`config.mk`:
```
export PLATFORM = sky130hd
export DESIGN_NAME = apb_protocol_monitor
export DESIGN_NICKNAME = d
export VERILOG_FILES = /design/src/rtl/apb_protocol_monitor.sv
export SDC_FILE = /design/constraint.sdc
export NUM_CORES = 1
export LEC_CHECK = 0
export CAP_MARGIN = 15
export CORE_ASPECT_RATIO = 2
export CORE_MARGIN = 2
export CORE_UTILIZATION = 43
export DETAILED_ROUTE_END_ITERATION = 10
export PLACE_DENSITY = 0.74
export SYNTH_ARGS = -nofsm -noshare
export SYNTH_HDL_FRONTEND = slang
export SYNTH_SLANG_ARGS = --single-unit
```
`constraint.sdc`:
```
create_clock -name PCLK -period 2.5 [get_ports PCLK]
set_clock_uncertainty 0.05 [all_clocks]
set_input_delay 0.375 -clock PCLK [delete_from_list [all_inputs] [get_ports PCLK]]
set_output_delay 0.375 -clock PCLK [all_outputs]
set_load 0.01 [all_outputs]
```
`src/rtl/apb_protocol_monitor.sv`:
```
// Passive APB3/APB4 bus checker: tracks setup/access sequencing, stall stability,
// stall length and PSLVERR legality; reports sticky flags, first violation and counters.
//
// state     | meaning (describes the previous bus cycle)
// ST_IDLE   | no slave selected
// ST_SETUP  | setup cycle seen, access expected next
// ST_ACCESS | access cycle seen with PREADY low (stalled)
// ST_DONE   | access cycle completed with PREADY high
module apb_protocol_monitor #(
    parameter int AW         = 32,
    parameter int DW         = 32,
    parameter int NS         = 4,
    parameter int MAXSTALL   = 16,
    parameter bit OPT_SLVERR = 1'b1,
    parameter bit OPT_APB4   = 1'b1,
    parameter int CW         = 16
) (
    input  logic            PCLK,
    input  logic            PRESET,
    input  logic [NS-1:0]   PSEL,
    input  logic            PENABLE,
    input  logic            PREADY,
    input  logic [AW-1:0]   PADDR,
    input  logic            PWRITE,
    input  logic [DW-1:0]   PWDATA,
    input  logic [DW/8-1:0] PWSTRB,
    input  logic [2:0]      PPROT,
    input  logic            PSLVERR,
    input  logic            i_clear,
    output logic [7:0]      o_viol,
    output logic            o_first_valid,
    output logic [2:0]      o_first_code,
    output logic [AW-1:0]   o_first_addr,
    output logic [CW-1:0]   o_xfer_count,
    output logic [CW-1:0]   o_err_count,
    output logic            o_irq
);

    localparam int SW  = (NS > 1) ? $clog2(NS) : 1;
    localparam int STW = (MAXSTALL > 0) ? $clog2(MAXSTALL + 1) : 1;
    localparam logic [STW-1:0] STALL_MAX  = STW'(MAXSTALL);
    localparam logic [STW-1:0] STALL_LAST = (MAXSTALL > 0) ? STW'(MAXSTALL - 1) : '0;
    localparam logic [NS-1:0]  SEL_ONE    = NS'(1);

    localparam logic [1:0] ST_IDLE   = 2'd0;
    localparam logic [1:0] ST_SETUP  = 2'd1;
    localparam logic [1:0] ST_ACCESS = 2'd2;
    localparam logic [1:0] ST_DONE   = 2'd3;

    logic [1:0]      state_q, state_d;
    logic [STW-1:0]  stall_q, stall_d;
    logic [SW-1:0]   cap_sel_q;
    logic [AW-1:0]   cap_addr_q;
    logic            cap_write_q;
    logic [2:0]      cap_prot_q;
    logic [DW-1:0]   cap_wdata_q;
    logic [DW/8-1:0] cap_strb_q;
    logic [7:0]      viol_q, viol_d;
    logic            first_valid_q, first_valid_d;
    logic [2:0]      first_code_q, first_code_d;
    logic [AW-1:0]   first_addr_q, first_addr_d;
    logic [CW-1:0]   xfer_q, xfer_d, xfer_base;
    logic [CW-1:0]   err_q, err_d, err_base;

    logic [SW-1:0]   sel_idx;
    logic            sel_any, sel_multi, in_xfer;
    logic            setup_cyc, access_cyc, complete, mismatch, stall_hit;
    logic [7:0]      ev;
    logic [2:0]      ev_code;

    always_comb begin
        sel_idx = '0;
        for (int i = NS - 1; i >= 0; i--) begin
            if (PSEL[i]) sel_idx = SW'(i);
        end
    end

    assign sel_any    = |PSEL;
    assign sel_multi  = |(PSEL & (PSEL - SEL_ONE));
    assign in_xfer    = (state_q == ST_SETUP) || (state_q == ST_ACCESS);
    assign setup_cyc  = sel_any && !in_xfer;
    assign access_cyc = sel_any && in_xfer;
    assign complete   = access_cyc && PREADY;

    // Write data and strobes only matter once the transfer is known to be a write.
    assign mismatch = (sel_idx != cap_sel_q) || (PADDR != cap_addr_q) ||
                      (PWRITE != cap_write_q) ||
                      (OPT_APB4 && (PPROT != cap_prot_q)) ||
                      (cap_write_q && ((PWDATA != cap_wdata_q) ||
                                       (OPT_APB4 && (PWSTRB != cap_strb_q))));

    always_comb begin
        stall_d   = '0;
        stall_hit = 1'b0;
        if (access_cyc && !PREADY) begin
            stall_d   = (stall_q != STALL_MAX) ? stall_q + STW'(1) : stall_q;
            stall_hit = (MAXSTALL != 0) && (stall_q == STALL_LAST);
        end
    end

    always_comb begin
        ev    = '0;
        ev[0] = sel_multi;
        ev[1] = !sel_any && in_xfer;
        ev[2] = setup_cyc && PENABLE;
        ev[3] = access_cyc && (state_q == ST_SETUP) && !PENABLE;
        ev[4] = access_cyc && (state_q == ST_ACCESS) && !PENABLE;
        ev[5] = access_cyc && mismatch;
        ev[6] = stall_hit;
        ev[7] = OPT_SLVERR ? (PSLVERR && !complete) : PSLVERR;
        ev_code = '0;
        for (int b = 7; b >= 0; b--) begin
            if (ev[b]) ev_code = 3'(b);
        end
    end

    always_comb begin
        state_d = ST_IDLE;
        if (setup_cyc)       state_d = ST_SETUP;
        else if (access_cyc) state_d = PREADY ? ST_DONE : ST_ACCESS;
    end

    // A violation coincident with i_clear is recorded on top of the cleared state.
    always_comb begin
        viol_d        = (i_clear ? 8'h00 : viol_q) | ev;
        first_valid_d = i_clear ? 1'b0 : first_valid_q;
        first_code_d  = i_clear ? 3'd0 : first_code_q;
        first_addr_d  = i_clear ? '0 : first_addr_q;
        if (!first_valid_d && (ev != 8'h00)) begin
            first_valid_d = 1'b1;
            first_code_d  = ev_code;
            first_addr_d  = PADDR;
        end
        xfer_base = i_clear ? '0 : xfer_q;
        err_base  = i_clear ? '0 : err_q;
        xfer_d    = xfer_base;
        err_d     = err_base;
        if (complete && (xfer_base != '1)) xfer_d = xfer_base + CW'(1);
        if (complete && PSLVERR && (err_base != '1)) err_d = err_base + CW'(1);
    end

    always_ff @(posedge PCLK) begin
        if (PRESET) begin
            state_q       <= ST_IDLE;
            stall_q       <= '0;
            cap_sel_q     <= '0;
            cap_addr_q    <= '0;
            cap_write_q   <= 1'b0;
            cap_prot_q    <= '0;
            cap_wdata_q   <= '0;
            cap_strb_q    <= '0;
            viol_q        <= '0;
            first_valid_q <= 1'b0;
            first_code_q  <= '0;
            first_addr_q  <= '0;
            xfer_q        <= '0;
            err_q         <= '0;
        end else begin
            state_q       <= state_d;
            stall_q       <= stall_d;
            viol_q        <= viol_d;
            first_valid_q <= first_valid_d;
            first_code_q  <= first_code_d;
            first_addr_q  <= first_addr_d;
            xfer_q        <= xfer_d;
            err_q         <= err_d;
            if (setup_cyc) begin
                cap_sel_q   <= sel_idx;
                cap_addr_q  <= PADDR;
                cap_write_q <= PWRITE;
                cap_prot_q  <= PPROT;
                cap_wdata_q <= PWDATA;
                cap_strb_q  <= PWSTRB;
            end
        end
    end

    assign o_viol        = viol_q;
    assign o_first_valid = first_valid_q;
    assign o_first_code  = first_code_q;
    assign o_first_addr  = first_addr_q;
    assign o_xfer_count  = xfer_q;
    assign o_err_count   = err_q;
    assign o_irq         = |viol_q;

endmodule

```
# After elaboration in Yosys (flattened, before gate mapping)
# Cells that the tools add are included.
[totals]
regBits = 157
input_bits = 82
out_inout_bits = 77
[op_classes]
n_addsub = 4
n_eq_ne = 12
mux = 27
bitwise = 4
n_reduce_logical = 36
[ops]
columns = ["op", "count"]
rows = [
  ["16-bit 2-to-1 mux", 4],
  ["32-bit 2-to-1 mux", 2],
  ["32-bit != test", 2],
  ["16-bit by 1-bit adder with 16-bit output, second input constant", 2],
  ["16-bit != test, second input constant", 2],
  ["3-bit 2-to-1 mux", 10],
  ["1-bit logical AND", 17],
  ["2-bit 2-to-1 mux", 4],
  ["8-bit 2-to-1 mux", 1],
  ["8-bit OR", 1],
  ["8-bit nonzero test", 1],
  ["4-bit OR reduction", 2],
  ["8-bit OR reduction", 1],
  ["1-bit zero test", 6],
  ["1-bit logical OR", 6],
  ["1-bit 2-to-1 mux", 6],
  ["5-bit by 1-bit adder with 5-bit output, second input constant", 1],
  ["5-bit by 4-bit == test with 1-bit output, second input constant", 1],
  ["5-bit != test, second input constant", 1],
  ["4-bit bitwise AND", 1],
  ["4-bit != test", 1],
  ["4-bit by 1-bit subtractor with 4-bit output, second input constant", 1],
  ["3-bit != test", 1],
  ["3-bit OR reduction", 1],
  ["other kinds (7)", 8],
]

# Logic depth before layout (Yosys ltp)
[logic_depth]
depth_word = 17
ltp_mapped = 10
depth_no_buf = 8

# Worst setup path before layout
# No wires, ideal clock.
[synth_timing]
path_type = "reg-to-reg"
startpoint = "register err_q[6] (netlist: o_err_count[6])"
endpoint = "register err_q[15] (netlist: o_err_count[15])"
setup_time_ns = 0.120
t_arrival_ns = 2.008
t_required_ns = 2.330
path_slack_ns = 0.322
stages_incl_launch_ff = 8
path_buffers = 0
synth_period_minus_slack_ns = 2.178
cell_sequence = "dfxtp_1 -> nand4_2 -> or4_4 -> o311a_4 -> and4_4 -> and2b_1 -> xnor2_1 -> nor2_1"
[synth_via]
elab_chain_len = 4
[synth_lines]
columns = ["element", "line_no", "text"]
rows = [
  ["start: declaration", "63", "logic [CW-1:0] err_q, err_d, err_base;"],
  ["start signal: assignment", "166", "err_q <= err_d;"],
  ["16-bit 2-to-1 mux *", "135", "err_base = i_clear ? '0 : err_q;"],
  ["branches (longest 2 deep; another with 16-bit by 1-bit adder with 16-bit output)", "n/a", ""],
  ["16-bit 2-to-1 mux *", "139", "if (complete && PSLVERR && (err_base != '1)) err_d = err_base + CW'(1);"],
]
# Every way passes the cells marked *.
# A chain may end at the register's enable or synchronous reset.

# Final worst setup path
[layout_timing]
startpoint = "input PADDR[4]"
endpoint = "register first_addr_q[22] (netlist: o_first_addr[22])"
[layout_via]
elab_chain_len = 9
[layout_lines]
columns = ["element", "line_no", "text"]
rows = [
  ["start: declaration", "23", "input logic [AW-1:0] PADDR,"],
  ["32-bit != test *", "86", "assign mismatch = (sel_idx != cap_sel_q) || (PADDR != cap_addr_q) ||"],
  ["1-bit logical OR * (2 in a row)", "86", ""],
  ["1-bit logical OR *", "87", "(PWRITE != cap_write_q) ||"],
  ["1-bit logical OR *", "88", "(OPT_APB4 && (PPROT != cap_prot_q)) ||"],
  ["1-bit logical AND *", "108", "ev[5] = access_cyc && mismatch;"],
  ["8-bit nonzero test *", "129", "if (!first_valid_d && (ev != 8'h00)) begin"],
  ["1-bit logical AND *", "129", ""],
  ["32-bit 2-to-1 mux or 2-bit nonzero test (tied branches)", "n/a", ""],
  ["end signal: assignment", "164", "first_addr_q <= first_addr_d;"],
  ["end: declaration", "61", "logic [AW-1:0] first_addr_q, first_addr_d;"],
]
# Every way passes the cells marked *; elsewhere a longest branch is shown, timed or not.

==> impl_metrics.yaml <==
run_status:
  outcome: "finished clean"
synth:
  synth_largest_area_cell: "dfxtp_1"
  synthSimpleGateAreaFrac_pct: 25.3
  synthCells: 865
  synth_top_family_by_area: "simple AND/OR/NAND/NOR gates"
  netlist_top_cells_count: "nand2_1, dfxtp_1, a21oi_1"
  syn_nets: 954
  yosysSeqAreaShare_pct: 43.2
  synth_xor_area_share_pct: 12.3
  ys_seq_elements: 157
  synth_ff_type: "dfxtp_1"
  syn_area_sq_um: 7270
  synth.avg_cell_area_sq_um: 8.40
  synth_fa_ha_area_share_pct: 1.34
  yosys.area.top_type_share_pct: 43.2
  ys_top_cells_by_area: "dfxtp_1, nand2_1, xor2_1"
  synth_cell_types: 58
  ys_warn_count: 0
  synth-edff-count: 0
  synth-compound-area-share_pct: 9.24
  synthArstFlopShare_pct: 0
  synth.most_common_cell: "nand2_1"
  synthMuxAreaShare_pct: 4.96
pwr:
  p_leak_nw: 4.17
  power_w: 0.00725
  ir_drop_mv: 0.449
  power_density_nw_per_um2: 695
global_routing:
  antenna_found_initial: 0
  grt_use_total_pct: 22.8
  grt_pass1_vias: 6682
  grt_pass1_wl_microns: 31600
  grt_overflow_total: 0
  grt_max_degree: 72
critical_path:
  path_cells: "clkdlybuf4s50_1 -> xor2_1 -> nor4_1 -> nand2_1 -> nor4_4 -> a31oi_4 -> o21ai_4 -> buf_12 -> clkbuf_16 -> mux2i_1"
  crit_type: "in -> reg"
  endpoint_kind: "flop"
  crit_slowest_cell: "clkdlybuf4s50_1"
  cp_max_fo: 11
  cp_top_family: "simple AND/OR/NAND/NOR gates"
  r2r_slack_ps: 20
  critPathMaxStageDelay_ps: 500
  critPathBufInv: 3
  critPathRequiredTime_ps: 2800
  start_kind: "primary input"
  r2r_end: "o_first_addr[22]"
  crit_end: "o_first_addr[22]"
  cp.depth: 10
  cp-startpoint: "PADDR[4]"
  worstRegToRegCells: 11
  cp.arrival_ps: 2800
  r2r_start: "cap_wdata_q[31]"
clock_tree:
  htree_num_levels: 4
  hold_buffers: 0
  clockBufferDepth: 2
  cts-root-buf: "clkbuf_16"
  cts_tree: "yes"
  clk_pin_slew_ps: 70
  clock_sinks: 157
  cts_inserted_buffers: 17
  insertion_delay_ps: 430
die:
  ios: 159
  start_util_pct: 43.6
  core_sq_um: 16700
  die_h_microns: 188
  die_area_sq_um: 18000
  rows: 67
  die_w_microns: 95.9
finish:
  final_cells: 1307
  area.growth.synth_to_final_pct: 43.5
  fillers: 1417
  finalInstanceArea_sq_um: 10400
  n_antenna_cell: 0
  final_nets: 1176
  utilization_pct: 62.5
  drive_gt1_share_pct: 14.0
route:
  vias: 6644
  wl_per_cell_microns: 15.6
  first_pass_iters: 5
  drc_errors: 0
  drt_iter0_drc: 182
  ant_nets: 0
  wirelength_microns: 20400
  via_per_inst: 5.08
timing:
  maxSlewViolCount: 0
  fin_crit_sh_pct: 99.9
  finalHoldViolCount: 0
  tightest_slew_ps: 796
  min_period_ps: 2500
  max_freq_ghz: 0.400
  setup_viol: 0
  fin_ws_ps: 1.42
  relSlewSlack_pct: 46.2
min_path:
  hold_path_class: "in -> reg"
placement:
  dp_hpwl_microns: 14700
  placed_cell_area_sq_um: 9600
  gp_congestion: 0.850
  portBuffers: 158
  pre_cts_ws_ps: -583
  dpl.cell_count: 1268
job:
  maxCapViolCount: 0
worst register-to-register path: stages (launching register included):
cell and delay (ps):
dfxtp_1 320, xor2_1 190, nor4_4 340, buf_4 160, nand4_1 110, o41ai_2 230, buf_4 190, a31oi_4 90
o21ai_4 160, buf_12 150, clkbuf_16 180, mux2i_1 230
flip-flops by register name, indices dropped and copies added (netlist names):
register / flops
stall_q: 5
cap_sel_q: 2
o_err_count: 16
o_first_addr: 32
o_xfer_count: 16
o_viol: 8
cap_addr_q: 32
state_q: 2
o_first_code: 3
cap_prot_q: 3
cap_wdata_q: 32
cap_strb_q: 4
cap_write_q: 1
o_first_valid: 1
kinds of logic after synthesis:
family	count (synthesis)
muxes	36
xor gates and xnor gates	102
buffers and inverters	54
DFF	157
adders and majority gates	8
AOI/OAI and AO/OA	118
and+or+nand+nor	390
per-layer routing:
metal | vias to the layer above | global-route usage (%) | share of wire, %
met5 | - | 0 | 0
met3 | 44 | 4.50 | 3.7
met1 | 3118 | 21.8 | 35
met2 | 170 | 44.0 | 57
li1 | 3312 | - | -
met4 | 0 | 10.8 | 3.9
report_power, final:
part | internal, W | switching, W | leakage, nW
clock | 0.00159 | 0.00114 | 0.287
sequential | 0.00274 | 0.000152 | 1.29
combinational | 0.000793 | 0.000840 | 2.60
total | 0.00512 | 0.00213 | 4.17
how the worst min path moves through the flow:
stage	startpoint	end	cells past startpoint	slack, ps
detailed placement	o_first_addr[14]	o_first_addr[14]	2	400
global placement	o_first_addr[14]	o_first_addr[14]	2	390
global route	PWDATA[2]	cap_wdata_q[2]	3	310
finish	PWDATA[15]	cap_wdata_q[15]	3	300
CTS	PWDATA[2]	cap_wdata_q[2]	3	280
floorplan	cap_addr_q[0]	cap_addr_q[0]	2	400
layout make-up:
| type | count | area (sq um) | area share [%] |
|---|---|---|---|
| Multi-Input combinational cell | 654 | 3990 | 38.2 |
| Inverter | 11 | 41.3 | 0.396 |
| Clock inverter | 15 | 186 | 1.79 |
| Tap cell | 207 | 259 | 2.48 |
| Timing Repair Buffer | 246 | 2390 | 22.9 |
| Clock buffer | 17 | 425 | 4.08 |
| Sequential cell | 157 | 3140 | 30.1 |
layout by cell type, fill, tap and decap left out, types with 3 or more instances in the layout:
master             n
nand4_1           12
nor4_4             3
buf_12             8
xnor2_1           26
nor3_1             6
dlygate4sd2_1      4
mux2i_1           36
nand3_1            8
nor2_1            45
inv_1             11
and3_1             3
o21ai_0            8
bufinv_16          3
ha_1               7
nand2_1          214
or2_2              3
buf_4             76
inv_6              5
nand2b_1          38
clkinvlp_4         4
nor2b_1           15
dfxtp_1          156
a21oi_1           91
clkdlybuf4s50_1  151
nor4_1            10
or3_1              5
xor2_1            75
nor4_2             8
clkbuf_16         19
repair_timing:
| item | in CTS | in global routing |
|---|---|---|
| cloned | 0 | 2 |
| gates resized for setup | 12 | 14 |
| endpoints found under the setup margin | 34 | 33 |
| setup buffers | 3 | 2 |
| pin swaps | 2 | 4 |
metrics by stage:
step / setup TNS, ps / hold slack, ps
floorplan: 0 / 398
global placement: -19320 / 395
detailed placement: -23850 / 403
CTS: -29.7 / 285
global route: -1710 / 308
finish: 0 / 304
No activity file was read; power rests on OpenSTA's default activity.
